`src/rtl/ps2_multi_param_entry.sv`:
```
// PS/2 numeric-entry controller: filters break/extended codes, decodes digit and
// edit keys, and lets the user type a clamped decimal value into one of NUM_CH
// effect channels. The received make code is registered for one cycle before the
// FSM acts on it.
module ps2_multi_param_entry #(
    parameter  int NUM_CH   = 3,
    parameter  int DIGITS   = 3,
    parameter  int VAL_W    = 7,
    parameter  int MAX_VAL  = 100,
    parameter  int INIT_VAL = 50,
    localparam int CH_W     = (NUM_CH > 1) ? $clog2(NUM_CH) : 1,
    localparam int BIN_W    = $clog2(10**DIGITS)
) (
    input  logic                      Clock,
    input  logic                      Reset,
    input  logic [7:0]                ps2_key_data,
    input  logic                      ps2_key_pressed,
    input  logic [NUM_CH-1:0]         ch_enable,
    input  logic [NUM_CH-1:0]         ch_select,
    output logic                      busy,
    output logic [CH_W-1:0]           active_ch,
    output logic [2:0]                digit_count,
    output logic [4*DIGITS-1:0]       entry_bcd,
    output logic [NUM_CH*VAL_W-1:0]   value_out,
    output logic                      update_valid,
    output logic [CH_W-1:0]           update_ch,
    output logic                      aborted
);

    typedef enum logic [1:0] {S_IDLE, S_ENTRY, S_COMMIT, S_ABORT} state_t;

    state_t                    r_state;
    logic                      r_brk_pend;
    logic                      r_key_vld;
    logic [7:0]                r_key_code;
    logic                      r_busy;
    logic [CH_W-1:0]           r_active_ch;
    logic [2:0]                r_digit_count;
    logic [4*DIGITS-1:0]       r_entry_bcd;
    logic [NUM_CH*VAL_W-1:0]   r_value_out;
    logic                      r_update_valid;
    logic [CH_W-1:0]           r_update_ch;
    logic                      r_aborted;

    logic                      w_to_idle;
    logic                      w_is_digit;
    logic [3:0]                w_digit;
    logic                      w_is_enter;
    logic                      w_is_bksp;
    logic                      w_is_esc;
    logic                      w_sel_hit;
    logic [CH_W-1:0]           w_sel_ch;
    logic                      w_en_active;
    logic [4*DIGITS+3:0]       w_shift_in;

    // Weighted sum of the BCD digits, most significant digit first.
    function automatic logic [BIN_W-1:0] bcd_to_bin(input logic [4*DIGITS-1:0] bcd);
        logic [BIN_W-1:0] acc;
        acc = '0;
        for (int k = DIGITS - 1; k >= 0; k--)
            acc = acc * BIN_W'(10) + BIN_W'(bcd[4*k +: 4]);
        return acc;
    endfunction

    // Saturate an entered value to the channel ceiling.
    function automatic logic [VAL_W-1:0] clamp(input logic [BIN_W-1:0] bin);
        if (32'(bin) > MAX_VAL)
            return VAL_W'(MAX_VAL);
        return VAL_W'(bin);
    endfunction

    assign w_to_idle  = (r_state == S_COMMIT) || (r_state == S_ABORT);
    assign w_shift_in = {r_entry_bcd, w_digit};

    // Decode the registered make code into digit / edit actions.
    always_comb begin
        w_is_digit = 1'b0;
        w_digit    = 4'd0;
        w_is_enter = 1'b0;
        w_is_bksp  = 1'b0;
        w_is_esc   = 1'b0;
        case (r_key_code)
            8'h45: begin w_is_digit = 1'b1; w_digit = 4'd0; end
            8'h16: begin w_is_digit = 1'b1; w_digit = 4'd1; end
            8'h1E: begin w_is_digit = 1'b1; w_digit = 4'd2; end
            8'h26: begin w_is_digit = 1'b1; w_digit = 4'd3; end
            8'h25: begin w_is_digit = 1'b1; w_digit = 4'd4; end
            8'h2E: begin w_is_digit = 1'b1; w_digit = 4'd5; end
            8'h36: begin w_is_digit = 1'b1; w_digit = 4'd6; end
            8'h3D: begin w_is_digit = 1'b1; w_digit = 4'd7; end
            8'h3E: begin w_is_digit = 1'b1; w_digit = 4'd8; end
            8'h46: begin w_is_digit = 1'b1; w_digit = 4'd9; end
            8'h5A: w_is_enter = 1'b1;
            8'h66: w_is_bksp  = 1'b1;
            8'h76: w_is_esc   = 1'b1;
            default: ;
        endcase
    end

    // Lowest enabled+selected channel wins; also look up the active channel's enable.
    always_comb begin
        w_sel_hit   = 1'b0;
        w_sel_ch    = '0;
        w_en_active = 1'b0;
        for (int i = NUM_CH - 1; i >= 0; i--) begin
            if (ch_select[i] && ch_enable[i]) begin
                w_sel_hit = 1'b1;
                w_sel_ch  = CH_W'(i);
            end
            if (CH_W'(i) == r_active_ch)
                w_en_active = ch_enable[i];
        end
    end

    // Byte filter: swallow the byte after F0, drop E0, pass make codes on.
    always_ff @(posedge Clock) begin
        if (Reset || w_to_idle) begin
            r_brk_pend <= 1'b0;
            r_key_vld  <= 1'b0;
        end else begin
            r_key_vld <= 1'b0;
            if (ps2_key_pressed) begin
                if (r_brk_pend)
                    r_brk_pend <= 1'b0;
                else if (ps2_key_data == 8'hF0)
                    r_brk_pend <= 1'b1;
                else if (ps2_key_data != 8'hE0)
                    r_key_vld <= 1'b1;
            end
        end
    end

    // Capture the scan code alongside the filter's valid flag.
    always_ff @(posedge Clock) begin
        if (ps2_key_pressed)
            r_key_code <= ps2_key_data;
    end

    // Entry FSM: channel pick, digit editing, commit with clamp, abort.
    always_ff @(posedge Clock) begin
        if (Reset) begin
            r_state        <= S_IDLE;
            r_busy         <= 1'b0;
            r_active_ch    <= '0;
            r_digit_count  <= 3'd0;
            r_entry_bcd    <= '0;
            r_value_out    <= {NUM_CH{VAL_W'(INIT_VAL)}};
            r_update_valid <= 1'b0;
            r_update_ch    <= '0;
            r_aborted      <= 1'b0;
        end else begin
            r_update_valid <= 1'b0;
            r_aborted      <= 1'b0;
            case (r_state)
                S_IDLE: begin
                    if (w_sel_hit) begin
                        r_state       <= S_ENTRY;
                        r_active_ch   <= w_sel_ch;
                        r_digit_count <= 3'd0;
                        r_entry_bcd   <= '0;
                        r_busy        <= 1'b1;
                    end
                end
                S_ENTRY: begin
                    if (!w_en_active) begin
                        r_state <= S_ABORT;
                    end else if (r_key_vld) begin
                        if (w_is_digit) begin
                            if (r_digit_count < 3'(DIGITS)) begin
                                r_entry_bcd   <= w_shift_in[4*DIGITS-1:0];
                                r_digit_count <= r_digit_count + 3'd1;
                            end
                        end else if (w_is_bksp) begin
                            if (r_digit_count != 3'd0) begin
                                r_entry_bcd   <= r_entry_bcd >> 4;
                                r_digit_count <= r_digit_count - 3'd1;
                            end
                        end else if (w_is_enter) begin
                            r_state <= (r_digit_count != 3'd0) ? S_COMMIT : S_ABORT;
                        end else if (w_is_esc) begin
                            r_state <= S_ABORT;
                        end
                    end
                end
                S_COMMIT: begin
                    r_value_out[int'(r_active_ch)*VAL_W +: VAL_W] <= clamp(bcd_to_bin(r_entry_bcd));
                    r_update_ch    <= r_active_ch;
                    r_update_valid <= 1'b1;
                    r_busy         <= 1'b0;
                    r_state        <= S_IDLE;
                end
                S_ABORT: begin
                    r_aborted <= 1'b1;
                    r_busy    <= 1'b0;
                    r_state   <= S_IDLE;
                end
                default: r_state <= S_IDLE;
            endcase
        end
    end

    assign busy         = r_busy;
    assign active_ch    = r_active_ch;
    assign digit_count  = r_digit_count;
    assign entry_bcd    = r_entry_bcd;
    assign value_out    = r_value_out;
    assign update_valid = r_update_valid;
    assign update_ch    = r_update_ch;
    assign aborted      = r_aborted;

endmodule
```
`config.mk`:
```
export PLATFORM = sky130hd
export DESIGN_NAME = ps2_multi_param_entry
export DESIGN_NICKNAME = d
export VERILOG_FILES = /design/src/rtl/ps2_multi_param_entry.sv
export SDC_FILE = /design/constraint.sdc
export NUM_CORES = 1
export LEC_CHECK = 0
export ABC_CLOCK_PERIOD_IN_PS = 6800
export CAP_MARGIN = 20
export CORE_MARGIN = 1.5
export CORE_UTILIZATION = 45
export DETAILED_ROUTE_END_ITERATION = 7
export DONT_BUFFER_PORTS = 1
export GPL_TIMING_DRIVEN = 0
export HOLD_SLACK_MARGIN = 0.06
export SYNTH_ARGS = -nofsm -noshare
export SYNTH_HDL_FRONTEND = slang
export SYNTH_SLANG_ARGS = --single-unit
```
`constraint.sdc`:
```
create_clock -name Clock -period 6.8 [get_ports Clock]
set_input_delay 1.36 -clock Clock [delete_from_list [all_inputs] [get_ports Clock]]
set_output_delay 1.36 -clock Clock [all_outputs]
set_load 0.01 [all_outputs]
```
==> flow_summary_export.csv <==
group,metric,value,unit
outcome,outcome,"completed",
synth,synth.yosys.seq_area_share,34.4,%
synth,yosysUniqueCellTypes,58,
power,finalPower,601,uW
cts,cts-hold-fix-buffers,0,
cts,cts-root-buf,"clkbuf_8",
cells_and_area,layout.cells.most_common,"dfxtp_1",
grt,total_gr_overflow,0,
timing,timing.setup.tns,0,ps
critical_path,cp_data_arrival_time,4770,ps
cts,tritoncts,"done",
synth,yosysWarningCount,0,
synth,post_synth_xor_area_fraction,5.55,%
cts,path_clk_slew,100,ps
synth,postSynthCellCount,382,
cts,numCtsBuffers,5,
route,route.final.wire_length,8.01,mm
grt,groute.usage.overall,20.3,%
flow_run,cap_viol_max_count,0,
route,drtAntennaViolNets,0,
route,drt_drc_violations_left,0,
timing,max-slew-margin-rel,60.5,%
cells_and_area,final_util,49.6,%
cts,worstSkewPairLatency,310,ps
synth,synth_enable_flop_cells,8,
power,p_leak,1.35,nW
synth,main_combinational_cell_family_by_area_after_synthesis,"simple AND/OR/NAND/NOR gates",
timing,hold_viol,0,
place,io_buffer_count,0,
route,routedWlPerCell,16.4,um
synth,post_synth_mux_area_share,3.25,%
route,number_of_design_rule_violations_left_by_the_first_detailed_router_iteration,119,
cells_and_area,insertedDiodeCount,0,
cts,post_cts.repair.setup_buffers,0,
critical_path,timing.critical_path.required,6970,ps
timing,worst_margin_pin_slew,593,ps
synth,synthArstFlopShare,0,%
floorplan,rows,31,
power,power_density,165,nW/um^2
route,drt_pre_antenna_iters,4,
cts,htree_levels,2,
timing,setup_viol,0,
cts,post_cts_resize_count,0,
power,power.ir.vdd_worst,0.0000983,V
grt,number_of_global_route_vias_before_repair,2758,
timing,final.setup_skew,14.3,ps
route,dr_total_vias,2815,
floorplan,die-height,90.3,um
synth,area_share_of_and_or_nand_nor_cells_after_synthesis,20.6,%
synth,synth_fa_ha_area_share,12.4,%
synth,synth_compound_area_share,19.0,%
synth,mappedNetlistArea,3430,sq um
cells_and_area,layout_common_cells,"47 x dfxtp_1, 38 x nand2_1, 34 x a21oi_1",
critical_path,cp-end-kind,"register",
timing,fin_crit_share,67.6,%
timing,post-route-min-period,4600,ps
cells_and_area,area_delta_synth_final,6.09,%
route,detail_route.vias_per_cell,5.76,
place,dp_worst_setup_slack,2230,ps
place,dp_wirelength,6.15,mm
cells_and_area,drive_gt1_share,6.67,%
cells_and_area,filler_cell_count,720,
timing,grt_setup_unrepaired,"no",
critical_path,crit_type,"reg2reg",
synth,flip_flop_cell_with_the_highest_count_after_synthesis,"dfxtp_1",
cts,cts_buffer_depth,2,
critical_path,startpoint_type,"register",
timing,setup_ws,2200,ps
place,gp_congestion,0.789,
synth,synthesis.nets,430,
timing,fmax,217,MHz
floorplan,starting_density_of_the_core,46.8,%
floorplan,io-pin-count,60,
critical_path,timing.critical_path.fanout_max,7,
floorplan,floorplan.die.width,90.3,um
synth,synth.ff_latch_count,55,
timing,timing.final.max_slew_violations,0,
floorplan,floorplan.core_area,7330,sq um
floorplan,fp.dieArea,8150,sq um
worst_hold_path,timing.hold.worst.class,"reg2reg",
grt,grt_start_max_net_pins,17,
synth,synth_area_per_cell,8.98,sq um
grt,wire_length_of_the_first_global_routing_pass,13.5,mm
cells_and_area,final_net_count,437,
grt,antenna_found_initial,0,
cts,cts.sink_count,55,
==> state kept, by name, indices dropped and copies added (netlist names), 2 cells and up <==
| name | flops |
|---|---|
| value_out | 21 |
| entry_bcd | 12 |
| r_key_code | 8 |
| digit_count | 3 |
| active_ch | 2 |
| r_state | 2 |
| update_ch | 2 |
==> through the flow <==
step	hold WS (ps)	cells	cell area (sq um)
floorplan	470	382	3430
global placement	496	481	3550
detailed placement	496	481	3550
CTS	510	489	3640
global route	534	489	3640
finish	506	489	3640
==> metal layers <==
layer	share of wire [%]	GRT usage, %
met5	0	0
met4	1.6	6.08
met3	6.2	4.63
met2	45	31.6
met1	47	27.9
==> critical path: stages, from the launching register on <==
cell and delay (ps):
dfxtp_1 550, ha_1 310, ha_1 220, inv_1 70, fa_1 490, nor4b_4 370
xnor2_1 170, ha_1 260, ha_1 320, nor3b_1 170, nor4b_1 370, xnor2_1 160
o2111ai_1 280, nor3b_1 580, o31ai_1 130
==> cells in the mapped netlist (3+ instances only) <==
master / instances / area, sq um
o21ai_0: 8 / 40.0
nor2b_1: 8 / 50.1
nor3_1: 7 / 35.0
o31ai_1: 6 / 45.0
a21o_1: 3 / 22.5
edfxtp_1: 8 / 240
dfxtp_1: 47 / 941
clkbuf_1: 7 / 26.3
a211o_1: 3 / 26.3
a221o_1: 4 / 40.0
nor2_1: 20 / 75.1
xnor2_1: 11 / 96.3
buf_2: 9 / 45.0
a211oi_1: 5 / 37.5
nor3b_1: 4 / 30.0
a21oi_1: 34 / 170
ha_1: 26 / 325
fa_1: 5 / 100
mux2i_1: 10 / 100
nand3_1: 11 / 55.1
or3_1: 11 / 68.8
nand4_1: 3 / 18.8
nand2b_1: 12 / 75.1
inv_1: 21 / 78.8
xor2_1: 8 / 70.1
a22o_1: 5 / 43.8
or2_0: 3 / 18.8
nand2_1: 38 / 143
o21ai_1: 5 / 25.0
==> logic make-up (layout without fill, tap and decap cells) <==
| group | count (synthesis) | in the layout |
|---|---|---|
| AOI/OAI and AO/OA | 95 | 95 |
| and+or+nand+nor | 131 | 131 |
| buffers and inverters | 39 | 47 |
| DFF | 55 | 55 |
| adders and majority gates | 31 | 31 |
| xor gates and xnor gates | 20 | 20 |
| muxes | 11 | 11 |
==> worst paths after layout <==
kind,cells after the start,slack [ps],start,to
setup reg to reg,14,2200,entry_bcd[11],value_out[9]
hold / removal,2,510,value_out[13],value_out[13]
hold reg to reg,2,510,value_out[13],value_out[13]
setup / recovery,14,2200,entry_bcd[11],value_out[9]
==> power breakdown <==
group          leakage, nW  switching (mW)  internal [mW]  total [mW]
clock network       0.0412           0.104         0.0723       0.177
registers            0.459          0.0106          0.339       0.350
logic                0.851          0.0477         0.0264      0.0741
==> cell type report <==
type                    count  area (sq um)  area share, %
flip-flops and latches     55          1180           32.5
inverters                  21          78.8           2.17
multi-input cells         288          2080           57.3
clock inverters             2          12.5          0.344
well taps                  99           124           3.40
plain buffers              18          86.3           2.37
clock buffers               6          72.6           1.99
Note: power is estimated with default switching activity, not from simulation.
